### config.mk
export PLATFORM = sky130hd
export DESIGN_NAME = snail_pattern_fsm
export DESIGN_NICKNAME = d
export VERILOG_FILES = /design/src/rtl/snail_pattern_fsm.sv
export SDC_FILE = /design/constraint.sdc
export NUM_CORES = 1
export LEC_CHECK = 0
export ABC_AREA = 1
export CORE_MARGIN = 4
export CORE_UTILIZATION = 40
export DETAILED_ROUTE_END_ITERATION = 8
export SLEW_MARGIN = 20
export SYNTH_ARGS = -nofsm -noshare
export SYNTH_HDL_FRONTEND = slang
export SYNTH_SLANG_ARGS = --single-unit
### constraint.sdc
create_clock -name clk -period 1.6 [get_ports clk]
set_input_delay 0.32 -clock clk [delete_from_list [all_inputs] [get_ports clk]]
set_output_delay 0.32 -clock clk [all_outputs]
set_load 0.02 [all_outputs]
### src/rtl/snail_pattern_fsm.sv
// Serial pattern detector: flags each occurrence of PATTERN in the en-qualified bit stream a,
// with selectable Mealy/Moore output timing, overlap mode and a saturating match counter.
`timescale 1ns/1ps
module snail_pattern_fsm #(
    parameter int              LEN     = 4,
    parameter logic [LEN-1:0]  PATTERN = 4'b1011,
    parameter int              OVERLAP = 1,
    parameter int              MOORE   = 0,
    parameter int              CNT_W   = 8
) (
    input  logic             clk,
    input  logic             rst,
    input  logic             en,
    input  logic             a,
    input  logic             clr,
    output logic             y,
    output logic [CNT_W-1:0] match_cnt
);

    localparam int                FILL_W   = $clog2(LEN);
    localparam logic [FILL_W-1:0] FILL_MAX = FILL_W'(LEN - 1);

    generate
        if (LEN < 2 || LEN > 32) begin : g_bad_len
            $error("snail_pattern_fsm: LEN must be in 2..32");
        end
        if (CNT_W < 1) begin : g_bad_cnt_w
            $error("snail_pattern_fsm: CNT_W must be at least 1");
        end
    endgenerate

    function automatic logic [CNT_W-1:0] sat_inc(input logic [CNT_W-1:0] cnt);
        return (&cnt) ? cnt : cnt + CNT_W'(1);
    endfunction

    logic [LEN-2:0]    hist;
    logic [FILL_W-1:0] fill;
    logic              y_reg;
    logic [LEN-1:0]    win;
    logic              hit;

    // The completing bit is still present on a, so a match is visible before the edge that samples it.
    assign win = {hist, a};
    assign hit = en & (fill == FILL_MAX) & (win == PATTERN);
    assign y   = (MOORE != 0) ? y_reg : hit;

    always_ff @(posedge clk or posedge rst) begin
        if (rst) begin
            hist      <= '0;
            fill      <= '0;
            y_reg     <= 1'b0;
            match_cnt <= '0;
        end else if (en) begin
            hist  <= win[LEN-2:0];
            y_reg <= hit;
            // Non-overlap consumes the completing bit: the next window must be built from fresh samples.
            if (hit && OVERLAP == 0)
                fill <= '0;
            else if (fill != FILL_MAX)
                fill <= fill + FILL_W'(1);
            if (clr)
                match_cnt <= '0;
            else if (hit)
                match_cnt <= sat_inc(match_cnt);
        end
    end

endmodule

==> flow_summary.yaml <==
clock_tree:
  clk_path_buf_depth: 2
  clk_pin_slew_ps: 80
  cts.sinks: 13
  ctsHoldBuffers: 0
  cts_resized: 12
  postCtsSetupBuffers: 0
  cts-root-buf: "clkbuf_4"
  cts_tree: "yes"
  cts_buffers: 3
  htree_levels: 1
  clock_latency_ps: 280
timing:
  tightest_slew_ps: 501.9
  finalCritPeriodShare_pct: 93.87
  finalMaxSlewViolations: 0
  worst_slack_ps: 98.09
  rsz0062_at_grt: "no"
  fin_crit_ps: 1502
  fmax_ghz: 0.6658
  setup_viol: 0
  hold_viol: 0
  finClkSkew_ps: 8.130
  relSlewSlack_pct: 66.50
place:
  gp_congestion: 0.7312
  io_buffer_count: 13
  dpl.hpwl_mm: 1.112
  pre_cts_slack_ps: -392.9
  placed_area_um2: 972.2
pwr:
  power.internal_uw: 594.5
  p_total_uw: 848.6
  combPwrFrac_pct: 27.2
  clockPowerShare_pct: 24.1
  seq_power_share_pct: 48.7
  leakage_nw: 0.5123
  ir_drop_v: 0.0005372
  switching_share_pct: 29.95
  power.switching_uw: 254.1
  powerDensity_nw_per_um2: 854.2
setup_path:
  path_cells: "clkdlybuf4s50_1, nand2_1, inv_1, nand3_2, inv_2, buf_6"
  r2r_cells: 8
  start_kind: "input port"
  r2r_setup_slack_ps: 170
  crit_fanout: 2
  path_class: "input port to output pin"
  cp-end-kind: "output pin"
  slowest_stage: "clkdlybuf4s50_1"
  r2r-end: "match_cnt[6]"
  cp.arrival_ps: 1180
  critPathMaxStageDelay_ps: 470
  r2r-start: "match_cnt[0]"
  worstPathRequired_ps: 1280
final_layout:
  nets: 129
  mostFrequentLayoutCells: "32 x nand2_1, 12 x inv_1, 12 x dfrtp_1, 11 x nor2_1, 8 x dlygate4sd2_1"
  final_common_cell: "nand2_1"
  fin_util_pct: 56.92
  nFillCells: 178
  drive_gt1_share_pct: 23.14
  antenna_cells: 0
  stdcell_area_um2: 993.5
  area_growth_pct: 32.55
synth:
  synth.avg_cell_area_um2: 7.726
  synth_nets: 104
  yosys_warnings: 0
  ys_types: 15
  ys_ff_latch: 13
  ys_seq_area_share_pct: 43.41
  synthCells: 97
  synth_area_um2: 749.5
global_routing:
  grt_pass1_vias: 643
  grt-ovfl-total: 0
  grt_max_degree: 16
  grt_use_total_pct: 13.84
  antenna_found_initial: 0
  grt_pass1_wl_mm: 2.711
detailed_routing:
  via_per_inst: 4.486
  route.vias.total: 655
  drc: 0
  firstDrtPassIters: 4
  ant_nets: 0
  first_iter_violations: 11
  routedWlPerCell_um: 9.986
  wirelength_mm: 1.458
job:
  max_cap_viol_count: 0
floorplanning:
  die_y_um: 51.29
  core_um2: 1745
  ios: 14
  dieWidth_um: 51.29
  dieArea_um2: 2630
  row_count: 15
  start_util_pct: 42.94
outcome:
  status: "complete, no violations"
hold_path:
  hp-class: "input port to asynchronous set/reset pin"
[cells by family (layout without fill, tap and decap cells)]
group           count (synthesis)  count (layout)  synth area share [%]
xor+xnor                        1               1                 1.169
flops                          13              13                 43.41
buf+inv                        14              38                 8.014
mux                             1               1                 1.502
simple gates                   51              51                 28.72
fa+ha+maj                       2               2                 3.338
compound gates                 15              15                 13.86
[state kept, by name, summed over array words and instances, names as in the netlist]
signal	count
match_cnt	8
hist	3
fill	2
[layer usage]
metal  GRT usage [%]  routed length (um)
met3           6.122                  78
met5               0                   0
met2           22.32                 648
met4           1.310                   0
met1           17.72                 731
[layout make-up]
type | instances | area [um2] | area share [%]
timing repair buffer | 21 | 193.9 | 19.52
sequential | 13 | 326.6 | 32.87
inverter | 13 | 48.80 | 4.912
clock buffer | 4 | 26.28 | 2.645
tap | 25 | 31.28 | 3.149
multi-input combinational | 70 | 366.6 | 36.90
[Yosys cell counts (all sizes together)]
cell type   n  area [um2]
o21bai      1       7.510
buf         1       11.26
nor2       11       41.29
xnor2       1       8.760
nand3       5       35.03
nand2      35       138.9
dfrtp      13       325.3
a21oi       3       15.01
mux2        1       11.26
o21ai      11       81.33
inv        13       48.80
ha          2       25.02
[critical path: cells and delay by family]
| family | cells | cell delay (ps) |
|---|---|---|
| and+or+nand+nor | 2 | 150 |
| buffers and inverters | 4 | 720 |
[through the flow]
| stage | setup TNS, ps | std cells | hold WS [ps] |
|---|---|---|---|
| after floorplan | 0 | 97 | 197.0 |
| after global placement | -739.6 | 142 | 492.9 |
| after detailed placement | -1075 | 142 | 506.3 |
| after CTS | 0 | 146 | 373.2 |
| after global routing | 0 | 146 | 394.8 |
| final | 0 | 146 | 358.2 |
[worst max path at each step]
stage | startpoint | endpoint | cells past startpoint
3_3_place_gp | en | y | 6
6_report | en | y | 6
4_1_cts | fill[0] | y | 6
3_5_place_dp | en | y | 6
2_1_floorplan | match_cnt[0] | match_cnt[4] | 8
5_1_grt | fill[0] | y | 6
[power by group through the flow]
stage / combinational [mW] / sequential (mW) / clock [mW]
3_5_place_dp: 0.240 / 0.418 / 0
2_1_floorplan: 0.131 / 0.427 / 0
4_1_cts: 0.232 / 0.412 / 0.211
5_1_grt: 0.262 / 0.422 / 0.233
6_report: 0.231 / 0.413 / 0.204
3_3_place_gp: 0.235 / 0.414 / 0
(Power assumes the default switching activity.)
